`src/rtl/bpred_pkg.sv`:
```
// ----------------------------------------------------------------------------
// bpred_pkg -- shared constants for the two-bit branch predictor table
// Rev 1.0
// ----------------------------------------------------------------------------
`default_nettype none

package bpred_pkg;

  localparam logic [1:0] SNT = 2'd0;
  localparam logic [1:0] WNT = 2'd1;
  localparam logic [1:0] WT  = 2'd2;
  localparam logic [1:0] ST  = 2'd3;

  localparam logic [1:0] CTR_RESET = WNT;

  localparam int STATS_W = 32;

endpackage

`default_nettype wire

```
`src/rtl/sat_counter2.sv`:
```
// ----------------------------------------------------------------------------
// sat_counter2 -- next-state function of a 2-bit saturating counter
// Rev 1.0
// ----------------------------------------------------------------------------
`default_nettype none

module sat_counter2
  import bpred_pkg::*;
(
  input  logic [1:0] cnt_i,
  input  logic       taken_i,
  output logic [1:0] cnt_o
);

  always_comb begin
    cnt_o = cnt_i;
    if (taken_i) begin
      if (cnt_i != ST) cnt_o = cnt_i + 2'd1;
    end else begin
      if (cnt_i != SNT) cnt_o = cnt_i - 2'd1;
    end
  end

endmodule

`default_nettype wire

```
`src/rtl/branch_predictor_table.sv`:
```
// ----------------------------------------------------------------------------
// branch_predictor_table -- untagged 2-bit saturating-counter predictor
// Optional statistics counters: define BPRED_STATS_EN.
// Rev 1.0
// ----------------------------------------------------------------------------
`default_nettype none

module branch_predictor_table
  import bpred_pkg::*;
#(
  parameter int ADDRESS_SIZE = 6,
  parameter int INDEX_BITS   = 4
) (
  input  logic                         clk,
  input  logic                         rst,
  input  logic                         if_stall,
  input  logic                         if_flush,
  input  logic [(2**ADDRESS_SIZE)-1:0] lookup_ptr,
  input  logic                         lookup_is_beq,
  input  logic                         upd_valid,
  input  logic [(2**ADDRESS_SIZE)-1:0] upd_ptr,
  input  logic                         upd_taken,
  input  logic                         upd_predicted,
  output logic                         predictor_val,
  output logic                         mispredict
`ifdef BPRED_STATS_EN
  ,
  output logic [STATS_W-1:0]           branch_cnt,
  output logic [STATS_W-1:0]           mispredict_cnt
`endif
);

  localparam int PTR_W   = 2**ADDRESS_SIZE;
  localparam int ENTRIES = 2**INDEX_BITS;

  logic [1:0]            table_q [ENTRIES];
  logic [INDEX_BITS-1:0] lookup_idx;
  logic [INDEX_BITS-1:0] upd_idx;
  logic [1:0]            upd_next;
  logic [1:0]            lookup_cnt;
  logic                  raw_pred;
  logic                  pred_d, pred_q;
  logic                  mispredict_d, mispredict_q;
  logic                  unused_ptr_bits;

  // Word-aligned index; the remaining pointer bits are deliberately ignored (no tag).
  assign lookup_idx = lookup_ptr[INDEX_BITS+1:2];
  assign upd_idx    = upd_ptr[INDEX_BITS+1:2];
  assign unused_ptr_bits = ^{lookup_ptr[PTR_W-1:INDEX_BITS+2], lookup_ptr[1:0],
                             upd_ptr[PTR_W-1:INDEX_BITS+2], upd_ptr[1:0]};

  sat_counter2 u_upd_ctr (
    .cnt_i   (table_q[upd_idx]),
    .taken_i (upd_taken),
    .cnt_o   (upd_next)
  );

  // Same-cycle update to the looked-up entry is forwarded so the lookup sees the new state.
  assign lookup_cnt   = (upd_valid && (upd_idx == lookup_idx)) ? upd_next : table_q[lookup_idx];
  assign raw_pred     = lookup_cnt[1] & lookup_is_beq;
  assign mispredict_d = upd_valid & (upd_taken ^ upd_predicted);

  always_comb begin
    pred_d = pred_q;
    if (if_flush)       pred_d = 1'b0;
    else if (!if_stall) pred_d = raw_pred;
  end

  always_ff @(posedge clk or negedge rst) begin
    if (!rst) begin
      for (int e = 0; e < ENTRIES; e++) table_q[e] <= CTR_RESET;
    end else if (upd_valid) begin
      table_q[upd_idx] <= upd_next;
    end
  end

  always_ff @(posedge clk or negedge rst) begin
    if (!rst) begin
      pred_q       <= 1'b0;
      mispredict_q <= 1'b0;
    end else begin
      pred_q       <= pred_d;
      mispredict_q <= mispredict_d;
    end
  end

  assign predictor_val = pred_q;
  assign mispredict    = mispredict_q;

`ifdef BPRED_STATS_EN
  logic [STATS_W-1:0] branch_cnt_q;
  logic [STATS_W-1:0] mispredict_cnt_q;

  always_ff @(posedge clk or negedge rst) begin
    if (!rst) begin
      branch_cnt_q     <= '0;
      mispredict_cnt_q <= '0;
    end else begin
      if (upd_valid)    branch_cnt_q     <= branch_cnt_q + 1'b1;
      if (mispredict_d) mispredict_cnt_q <= mispredict_cnt_q + 1'b1;
    end
  end

  assign branch_cnt     = branch_cnt_q;
  assign mispredict_cnt = mispredict_cnt_q;
`endif

endmodule

`default_nettype wire

```
`config.mk`:
```
export PLATFORM = sky130hd
export DESIGN_NAME = branch_predictor_table
export DESIGN_NICKNAME = d
export VERILOG_FILES = /design/src/rtl/bpred_pkg.sv /design/src/rtl/sat_counter2.sv /design/src/rtl/branch_predictor_table.sv
export SDC_FILE = /design/constraint.sdc
export NUM_CORES = 1
export LEC_CHECK = 0
export BUFFER_PORTS_ARGS = -buffer_cell sky130_fd_sc_hd__buf_2
export CAP_MARGIN = 20
export CORE_MARGIN = 3
export CORE_UTILIZATION = 31
export DETAILED_ROUTE_END_ITERATION = 6
export PLACE_DENSITY = 0.72
export SETUP_SLACK_MARGIN = 0.4
export SYNTH_ARGS = -nofsm -noshare
export SYNTH_HDL_FRONTEND = slang
export SYNTH_SLANG_ARGS = --single-unit
```
`constraint.sdc`:
```
create_clock -name clk -period 3.74 [get_ports clk]
set_input_delay 0.748 -clock clk [delete_from_list [all_inputs] [get_ports clk]]
set_output_delay 0.748 -clock clk [all_outputs]
set_load 0.02 [all_outputs]
```
Yosys cells after proc, flatten, opt, wreduce, memory -nomap -nowiden
Index checks and enable logic that the tools add are counted.
{"block": "totals", "output_inout_bits": 2, "in_bits": 136, "reg_bits": 34}
{"block": "classes", "eq_ne": 3, "n_mux": 15, "n_lt_le_gt_ge": 3, "n_bitwise": 5, "reduce_logical": 3, "add_sub_neg": 2}
{"op": "$bwmux W32", "n": 1}
{"op": "$mux W2", "n": 9}
{"op": "$bmux W2 S4", "n": 2}
{"op": "$ge A5 B5 Y1 const B", "n": 2}
{"op": "$not A4 Y5", "n": 2}
{"op": "$demux W2 S4", "n": 1}
{"op": "$lt A5 B1 Y1 const B", "n": 1}
{"op": "$eq A4 B4 Y1", "n": 1}
{"op": "$add A2 B1 Y2 const B", "n": 1}
{"op": "$and A1 B1 Y1", "n": 2}
{"op": "$logic_and A1 B1 Y1", "n": 2}
{"op": "$mux W1", "n": 2}
{"op": "$ne A2 B1 Y1 const B", "n": 1}
{"op": "$ne A2 B2 Y1 const B", "n": 1}
{"op": "$reduce_bool A2 Y1", "n": 1}
{"op": "$sub A2 B1 Y2 const B", "n": 1}
{"op": "$xor A1 B1 Y1", "n": 1}

Logic depth before layout (Yosys ltp)
Gate-level depths: netlist of the first run.
{"block": "depth", "depth_word": 11, "ltp_mapped": 7}

Modules after synthesis
A second synthesis of the first run with hierarchy kept.
{"block": "unflattened", "cells_unflattened": 148, "hier_area_um2": 1950.6}
{"mod": "branch_predictor_table", "cells_per_inst": 145, "n_inst": 1, "area_per_inst_um2": 1924.3}
{"mod": "sat_counter2", "cells_per_inst": 3, "n_inst": 1, "area_per_inst_um2": 26.3}

Worst setup path after synthesis of the first run
OpenSTA, ideal clock, no wires.
{"block": "synth_path", "path_kind": "input port to flip-flop", "start": "input port upd_ptr[2]", "end": "register table_q[13] (netlist name)", "cell_stages": 7, "setup_slack_ps": 1235, "setup_time_ps": 125, "arrival_ps": 2380, "cell_sequence": "buf_6 mux4_2 a22oi_2 nand3_1 maj3_2 buf_6 mux2_2"}
{"block": "synth_between", "elab_chain_len": 8, "elab_cells_between_ends": 17, "cone_classes": "add/sub: 2; order compare: 2; eq/ne: 1; mux: 9; bitwise: 1; reduce/logical: 2"}
{"item": "start, declared", "line_no": "branch_predictor_table.sv:21", "source": "input logic [(2**ADDRESS_SIZE)-1:0] upd_ptr,"}
{"item": "$not A4 Y5 (implied by the code) *", "line_no": "branch_predictor_table.sv:53, branch_predictor_table.sv:73"}
{"item": "$bmux W2 S4", "line_no": "branch_predictor_table.sv:53", "source": ".cnt_i (table_q[upd_idx]),"}
{"item": "$mux W2 (implied by the code) (2 in series)", "line_no": "branch_predictor_table.sv:53"}
{"item": "$sub A2 B1 Y2 (tied with other cells)", "line_no": "sat_counter2.sv:20", "source": "if (cnt_i != SNT) cnt_o = cnt_i - 2'd1;"}
{"item": "$mux W2, on equally long branches", "line_no": "sat_counter2.sv:20, sat_counter2.sv:18"}
{"item": "$mux W2", "line_no": "sat_counter2.sv:17", "source": "if (taken_i) begin"}
{"item": "$bwmux W32 *", "line_no": "branch_predictor_table.sv:73", "source": "table_q[upd_idx] <= upd_next;"}
{"item": "end signal, assigned by index", "line_no": "branch_predictor_table.sv:73"}
{"item": "end, declared", "line_no": "branch_predictor_table.sv:36", "source": "logic [1:0] table_q [ENTRIES];"}
Mark *: on every way between the ends. The rest lies on a longest branch, timed or not. The select of a mux whose other input is x is not followed.
A chain may end at the register's enable or synchronous reset.

Final worst setup path of the first run
{"block": "layout_path", "start": "input port upd_ptr[2]", "end": "register table_q[11] (netlist name)"}
Same word-level chain as after synthesis.

==> flow_summary_export.csv, run 1 <==
group,metric,value,unit
die,start_util,0.3320,
clock_tree,cts.sinks,34,
global_routing,track_usage,0.1130,
layout,layout-drive-gt1-share,0.5316,
yosys,yosysUniqueCellTypes,28,
clock_tree,ctsLongestPathBuffers,2,
setup_path,critPathLaunchType,"input port",
power,p_per_area,549.2,nW/um^2
power,p_sw_frac,0.2685,
sta,finClkSkew,5.545,ps
clock_tree,cts_buffers,5,
clock_tree,cts.htree.levels,2,
detailed_routing,first_pass_iters,4,
job,cap_violations,0,
die,ioPinCount,138,
yosys,synthTopCellsByCount,"mux2_2 (32), dfrtp_1 (18), dfstp_2 (16)",
sta,rsz0062_at_grt,"false",
setup_path,regToRegSetupSlack,1680,ps
sta,fmax,392.5,MHz
detailed_routing,vias,1215,
yosys,synth-seq-cells,34,
clock_tree,clockRootBuffer,"clkbuf_8",
die,die-area,7089,um^2
setup_path,r2r-start,"table_q[25]",
global_routing,grt.overflow.total,0,
global_routing,grt_max_degree,35,
sta,hold_viol_final,0,
setup_path,crit_chain,"buf_2, mux4_1, nand3_1, nand4_1, maj3_2, mux2_2",
setup_path,endpoint_kind,"flop",
yosys,synth_top_area_frac,0.2376,
power,clkPwrFrac,0.237,
placement,dp_hpwl,2710,um
die,coreArea,5709,um^2
clock_tree,hold_buffers,0,
yosys,synth_flop_cell,"dfrtp_1",
detailed_routing,wirelength,3740,um
die,die_w,84.20,um
clock_tree,cts_tree,"yes",
sta,post-route-period-util,0.6813,
setup_path,crit_path_start,"upd_ptr[2]",
setup_path,critPathArrivalTime,2710,ps
power,vdd_drop_max,0.1549,mV
placement,io_buffers,17,
layout,n_antenna_cell,0,
yosys,synth_top_area_cell,"dfrtp_1",
detailed_routing,post_drt_via_cell_ratio,5.283,
placement,gp_congestion,0.7843,
layout,num-fill-cells,567,
yosys,avgSynthCellArea,13.54,um^2
hold_path,hold_path.class,"input port to asynchronous set/reset pin",
global_routing,grt_pass1_vias,1242,
setup_path,crit_type,"input port to flop",
power,power.leakage,0.8836,nW
setup_path,cp_max_fo,17,
die,row_count,27,
layout,layout.nets,293,
global_routing,antenna_found_initial,0,
power,power_frac_seq,0.505,
power,pwr-share-comb,0.257,
sta,slew_headroom,0.4972,
die,fp.dieH,84.20,um
sta,maxSlewViolCount,0,
detailed_routing,ant_nets,0,
yosys,synth_most_common_cell,"mux2_2",
clock_tree,clock_latency,280,ps
layout,area_growth,11.42,%
yosys,synthArstFlopShare,1.000,
yosys,synthTopCellsByArea,"dfrtp_1 (24%), dfstp_2 (22%), mux2_2 (19%)",
yosys,syn-num-nets,276,
detailed_routing,route.detailed.drc,0,
sta,fin_ws,1192,ps
setup_path,crit_path_max_incr_delay,640,ps
sta,tightest_slew,754.3,ps
detailed_routing,drt_iter0_markers,90,
setup_path,required,3900,ps
run_status,outcome,"finished clean",
yosys,synth-edff-count,0,
sta,setup_viol,0,
clock_tree,cts_resized,0,
yosys,synthCells,140,
sta,fin_tns_setup,0,ps
yosys,synth_area,1896,um^2
clock_tree,clkTransAtPathRegs,70,ps
global_routing,grt_pass1_wl,6285,um
sta,finalCriticalPeriod,2548,ps
detailed_routing,post_drt_wl_per_cell,16.26,um
yosys,ys_warn_count,0,
yosys,ys_seq_area_frac,0.4594,
clock_tree,postCtsSetupBuffers,0,
power,p_int,848.5,uW
placement,pre_cts_slack,861.7,ps
setup_path,critical_path.slowest_cell,"mux4_1",
power,switching_power,311.4,uW
## layer usage
metal / up-vias / part of all wire / GRT usage
li1: 553 / - / -
met1: 628 / 0.46 / 0.1503
met2: 30 / 0.47 / 0.1779
met3: 4 / 0.054 / 0.03337
met4: 0 / 0.0091 / 0.03509
met5: - / 0 / 0
## kinds of logic after synthesis
logic type                 count (synthesis)  share of synthesized area
AOI/OAI and AO/OA                          3                    0.01584
xor gates and xnor gates                   5                    0.02310
adders and majority gates                  2                    0.01188
buffers and inverters                      7                    0.02640
DFF                                       34                     0.4594
muxes                                     45                     0.3439
and+or+nand+nor                           44                     0.1195
## power by group through the flow
stage / combinational [mW] / clock, mW / sequential, mW
after global routing: 0.328 / 0.299 / 0.602
after floorplan: 0.254 / 0 / 0.569
after detailed placement: 0.304 / 0 / 0.594
final: 0.298 / 0.275 / 0.586
after CTS: 0.304 / 0.288 / 0.588
after global placement: 0.294 / 0 / 0.585
## path summary, 6_finish.rpt
path | to | depth (start not counted)
hold reg to reg | table_q[27] | 1
hold / removal | table_q[29] | 1
setup / recovery | table_q[11] | 6
max in group asynchronous | table_q[7] | 1
min in group clk | table_q[27] | 1
setup reg to reg | table_q[11] | 5
## final cells by class
cell class / instances / area, um^2 / share of cell area
multi-input combinational: 99 / 974.7 / 0.4615
clock inverter: 1 / 5.005 / 0.002370
sequential: 34 / 870.8 / 0.4123
clock buffer: 7 / 86.33 / 0.04088
tap: 72 / 90.09 / 0.04265
timing repair buffer: 17 / 85.08 / 0.04028
## critical path: cells and delay by family
| family | cells | cell delay (ps) |
|---|---|---|
| adder cells (fa/ha/maj) | 1 | 450 |
| buffers and inverters | 1 | 320 |
| multiplexers | 2 | 950 |
| AND/OR/NAND/NOR | 2 | 220 |
## cell usage in the layout, fill, tap and decap left out, types with 3 or more instances in the layout
cell type and instances:
buf_2 17, nor2_1 11, xor2_1 4, or3_1 3, nand3_1 4, mux4_2 9
mux2_2 32, nor2b_1 4, nand2_1 11, dfrtp_1 18, dfstp_2 16, mux4_1 3
clkbuf_8 6
## stage by stage
stage	instance area [um^2]	power [mW]	std cells	hold WS, ps	util
3_5_place_dp	2021	0.8978	222	514.8	0.3539
2_1_floorplan	1896	0.8234	140	452.4	-
5_1_grt	2112	1.228	230	546.3	0.3699
6_report	2112	1.160	230	525.4	0.3699
4_1_cts	2112	1.179	230	531.0	0.3699
3_3_place_gp	2021	0.8793	222	502.0	0.3539
## state kept, by name, summed over array words and instances, names as in the netlist
register       cells
table_q           32
mispredict         1
predictor_val      1
Power figures use the tool's default switching activity.
==> inputs of run 2 (changes only) <==
Settings changed: PLACE_DENSITY 0.72 to 0.74.
Clock period 3.74 ns to 2.15 ns, I/O delays scaled along.
==> run 2 against run 1 <==
Against the previous run: first-iteration DRC count down 28%; final cell count up 3.0%; sequential power up 74%; core utilization up 1.6 points; flip-flop and latch count unchanged; sequential share of layout area down 1.7 points; die area unchanged; total power up 83%; largest power group unchanged; clock power up 77%; critical path depth down 1; wire length up 6.3%; global-route usage up 0.96 points.
==> flow_summary_export.csv, run 2 (same netlist as run 1, synthesis figures left out) <==
group,metric,value,unit
clock_tree,clock_latency,290,ps
layout,layout_common_cells,"mux2_2 (27), dfrtp_1 (18), buf_2 (16), dfstp_2 (16)",
placement,dp_hpwl,2751,um
die,die-area,7089,um^2
detailed_routing,ant_nets,0,
sta,slew_headroom,0.5038,
global_routing,grt_pass1_vias,1401,
setup_path,crit_chain,"mux4_2, a22oi_2, nand3_2, maj3_2, mux2_2",
sta,finClkSkew,6.904,ps
clock_tree,cts_buffers,5,
detailed_routing,wirelength,3975,um
layout,instances_no_fill,237,
run_status,outcome,"finished clean",
detailed_routing,route.detailed.drc,0,
setup_path,cp_max_fo,8,
setup_path,path_buf_inv,0,
sta,post-route-period-util,0.9407,
setup_path,crit_path_start,"table_q[31]",
placement,dp.cells,226,
sta,hold_viol_final,0,
clock_tree,hold_buffers,0,
layout,regMostFlops,"table_q",
layout,final_area,2201,um^2
global_routing,grt_max_degree,35,
detailed_routing,vias,1233,
power,p_per_area,962.3,nW/um^2
placement,post_dp_cell_area,2069,um^2
placement,io_buffers,17,
global_routing,track_usage,0.1226,
detailed_routing,post_drt_wl_per_cell,16.77,um
layout,layout-drive-gt1-share,0.5758,
power,p_total,2.118,mW
setup_path,r2r-start,"table_q[31]",
sta,finalCriticalPeriod,2023,ps
clock_tree,clockRootBuffer,"clkbuf_8",
die,fp.dieH,84.20,um
setup_path,crit_type,"flop to flop",
power,pwr-share-comb,0.287,
die,ioPinCount,138,
sta,fin_tns_setup,0,ps
power,clkPwrFrac,0.230,
layout,final_common_cell,"mux2_2",
global_routing,grt.overflow.total,0,
hold_path,hold_path.class,"input port to asynchronous set/reset pin",
job,cap_violations,0,
layout,area_growth,16.11,%
die,coreArea,5709,um^2
die,start_util,0.3320,
clock_tree,cts.sinks,34,
power,p_int,1.533,mW
setup_path,critPathArrivalTime,2200,ps
die,die_w,84.20,um
global_routing,antenna_found_initial,0,
power,p_sw_frac,0.2764,
layout,n_antenna_cell,0,
power,power_frac_seq,0.483,
setup_path,crit_path_max_incr_delay,480,ps
sta,rsz0062_at_grt,"true",
power,switching_power,585.5,uW
setup_path,endpoint_kind,"flop",
layout,layout.nets,300,
power,vdd_drop_max,0.3457,mV
clock_tree,cts_tree,"yes",
setup_path,required,2320,ps
sta,tightest_slew,744.4,ps
detailed_routing,drt_iter0_markers,65,
layout,largest_reg_flops,32,
sta,maxSlewViolCount,0,
global_routing,grt_pass1_wl,6824,um
clock_tree,cts.htree.levels,2,
setup_path,critPathLaunchType,"flop",
clock_tree,ctsLongestPathBuffers,2,
layout,num-fill-cells,536,
die,row_count,27,
detailed_routing,post_drt_via_cell_ratio,5.203,
setup_path,critical_path.slowest_cell,"mux4_2",
detailed_routing,first_pass_iters,4,
layout,utilization,0.3855,
power,power.leakage,0.9302,nW
clock_tree,clkTransAtPathRegs,70,ps
placement,gp_congestion,0.8727,
sta,fmax,494.4,MHz
sta,setup_viol,0,
setup_path,path_delay_family,"multiplexers",
==> run 2: cell types whose count changed in the layout (fill, tap and decap cells not counted) <==
cell / change
buf_2: -1
maj3_2: -1
nand3_2: +2
mux4_2: +2
mux2_4: +5
maj3_4: +2
nand3_1: -2
mux4_1: -2
mux2_2: -5
buf_6: +1
buf_4: +6
==> run 2: routing by layer <==
layer  part of all wire  GRT usage  up-vias
li1                   -          -      564
met1               0.45     0.1606      622
met2               0.48     0.1908       37
met3              0.056    0.03435       10
met4              0.021    0.05117        0
met5                  0          0        -
==> run 2: worst paths after layout <==
check                      cells after the start           to  slack [ps]
setup / recovery                               5  table_q[31]         130
hold / removal                                 1   mispredict         200
setup reg to reg                               5  table_q[31]         130
hold reg to reg                                1   table_q[3]         530
max in group asynchronous                      1  table_q[17]        1460
min in group clk                               2   mispredict         440
==> run 2: area by class of cell <==
type	count	area, um^2	share of cell area
flip-flops and latches	34	870.8	0.3957
clock inverters	1	5.005	0.002274
multi-input cells	100	1012	0.4599
well taps	72	90.09	0.04093
clock buffers	7	86.33	0.03923
repair buffers	23	136.4	0.06197
==> run 2: what timing repair did <==
action | 4_1_cts | 5_1_grt
hold endpoints to repair | 0 | 0
resized for setup | 8 | 0
setup endpoints to repair | 33 | 33
pin swaps | 3 | 1
buffers inserted | 2 | 0
gates cloned | 1 | 0
==> run 2: power by group through the flow <==
stage | Combinational, mW | Clock (mW) | Sequential [mW]
2_1_floorplan | 0.467 | 0 | 0.992
3_3_place_gp | 0.542 | 0 | 1.02
3_5_place_dp | 0.558 | 0 | 1.03
4_1_cts | 0.614 | 0.501 | 1.02
5_1_grt | 0.660 | 0.523 | 1.05
6_report | 0.608 | 0.486 | 1.02
==> run 2: metrics by stage <==
stage          hold WS (ps)  worst slack [ps]
5_1_grt               255.1             39.34
3_5_place_dp          512.5            -336.8
6_report              199.0             127.4
2_1_floorplan         134.4            -14.03
3_3_place_gp          504.9            -309.1
4_1_cts               234.4             155.9
==> inputs of run 3 (changes only) <==
Settings changed: BUFFER_PORTS_ARGS -buffer_cell sky130_fd_sc_hd__buf_2 to unset, DONT_BUFFER_PORTS set to 1, PLACE_DENSITY 0.74 to 0.54.
==> run 3 against run 2 <==
Against the previous run: sequential power about the same; die area unchanged; worst setup slack got worse by 28 ps; clock-buffer cell count decreased by 2; first-iteration DRC count increased by 54%; maximum frequency decreased by 1.4%; wire length increased by 5.1%; critical path depth unchanged; sequential share of layout area increased by 0.32 points; highest routed layer unchanged; clock skew increased by 4.4 ps; non-clock buffer count decreased by 16; critical endpoint is now table_q[21]; worst hold slack improved by 70 ps.
==> flow_summary_export.csv, run 3 (same netlist as run 1, synthesis figures left out) <==
group,metric,value,unit
run_status,outcome,"finished clean",
setup_path,critPathLaunchType,"flop",
layout,regMostFlops,"table_q",
global_routing,antenna_found_initial,0,
setup_path,required,2320,ps
die,fp.dieH,84.20,um
global_routing,track_usage,0.1293,
detailed_routing,drt_iter0_markers,100,
clock_tree,cts.htree.levels,2,
layout,n_antenna_cell,0,
layout,largest_reg_flops,32,
clock_tree,ctsLongestPathBuffers,2,
hold_path,hold_path.class,"input port to flop",
setup_path,endpoint_kind,"flop",
die,die_w,84.20,um
sta,maxSlewViolCount,0,
die,start_util,0.3320,
sta,fin_tns_setup,0,ps
die,row_count,27,
power,p_total,2.221,mW
clock_tree,cts_tree,"yes",
detailed_routing,vias,1219,
layout,layout-drive-gt1-share,0.5333,
global_routing,grt_pass1_wl,7072,um
placement,io_buffers,0,
clock_tree,cts.sinks,34,
global_routing,grt_max_degree,35,
die,ioPinCount,138,
setup_path,critical_path.slowest_cell,"mux4_2",
detailed_routing,first_pass_iters,4,
setup_path,path_delay_family,"multiplexers",
die,coreArea,5709,um^2
sta,tightest_slew,325.0,ps
sta,finClkSkew,11.31,ps
setup_path,critPathArrivalTime,2220,ps
power,vdd_drop_max,0.3079,mV
setup_path,cp_max_fo,8,
detailed_routing,ant_nets,0,
setup_path,crit_path_max_incr_delay,500,ps
power,p_per_area,1017,nW/um^2
placement,dp_hpwl,2787,um
setup_path,crit_chain,"mux4_2, a22oi_2, nand3_2, maj3_2, mux2_2",
sta,finalCriticalPeriod,2050,ps
global_routing,grt.overflow.total,0,
clock_tree,clockRootBuffer,"clkbuf_8",
clock_tree,clock_latency,290,ps
job,cap_violations,0,
layout,area_growth,15.18,%
sta,slew_headroom,0.7814,
detailed_routing,wirelength,4178,um
clock_tree,cts_buffers,5,
placement,gp_congestion,0.8177,
sta,rsz0062_at_grt,"true",
sta,post-route-period-util,0.9536,
layout,layout_common_cells,"mux2_2 (18), dfrtp_1 (18), dfstp_2 (16), mux2_4 (14), mux4_2 (12)",
sta,hold_viol_final,0,
setup_path,crit_type,"flop to flop",
layout,layout.nets,285,
clock_tree,clkTransAtPathRegs,80,ps
sta,fmax,487.7,MHz
die,die-area,7089,um^2
setup_path,path_buf_inv,0,
detailed_routing,post_drt_via_cell_ratio,5.491,
global_routing,grt_pass1_vias,1333,
power,power.leakage,0.8928,nW
sta,setup_viol,0,
detailed_routing,post_drt_wl_per_cell,18.82,um
detailed_routing,route.detailed.drc,0,
==> run 3: path summary, 6_finish.rpt <==
path	from	to	slack (ps)	depth (start not counted)
max in group asynchronous	rst	table_q[18]	1300	2
min reg2reg	table_q[9]	table_q[9]	530	1
min	upd_valid	mispredict	270	1
max reg2reg	table_q[25]	table_q[21]	100	5
min in group asynchronous	rst	predictor_val	590	2
max	table_q[25]	table_q[21]	100	5
==> run 3: stage by stage <==
step | worst slack [ps] | area [um^2] | cells | hold slack (ps) | utilization
detailed placement | 18.65 | 1962 | 206 | 135.4 | 0.3436
global route | 33.87 | 2183 | 222 | 247.1 | 0.3824
CTS | 116.7 | 2172 | 221 | 263.4 | 0.3805
finish | 99.67 | 2183 | 222 | 269.1 | 0.3824
global placement | 50.01 | 1962 | 206 | 135.5 | 0.3436
floorplan | -14.03 | 1924 | 140 | 134.4 | -
==> run 3: final cells by class <==
class	count	area, um^2
repair buffers	7	67.56
fillers	539	3526
well taps	72	90.09
clock buffers	5	68.82
clock inverters	3	40.04
flip-flops and latches	34	870.8
multi-input cells	101	1046
==> run 3: timing repair <==
item	4_1_cts	5_1_grt
hold buffers	2	0
cloned	2	0
setup endpoints to repair	33	33
resized for setup	15	1
endpoints found under the hold margin	34	0
pin swaps	6	1
buffers inserted	3	1
==> run 3: power breakdown <==
group,switching [mW],internal [mW],total [mW],leakage [nW]
registers,0.112,0.913,1.03,0.410
logic,0.230,0.388,0.618,0.425
clock network,0.236,0.341,0.577,0.0579
==> run 3: per-layer routing <==
layer,part of all wire,global-route usage,routed length [um]
met5,0,0,0
met4,0.020,0.06140,82
met3,0.079,0.04514,328
met2,0.46,0.1944,1904
met1,0.45,0.1664,1862
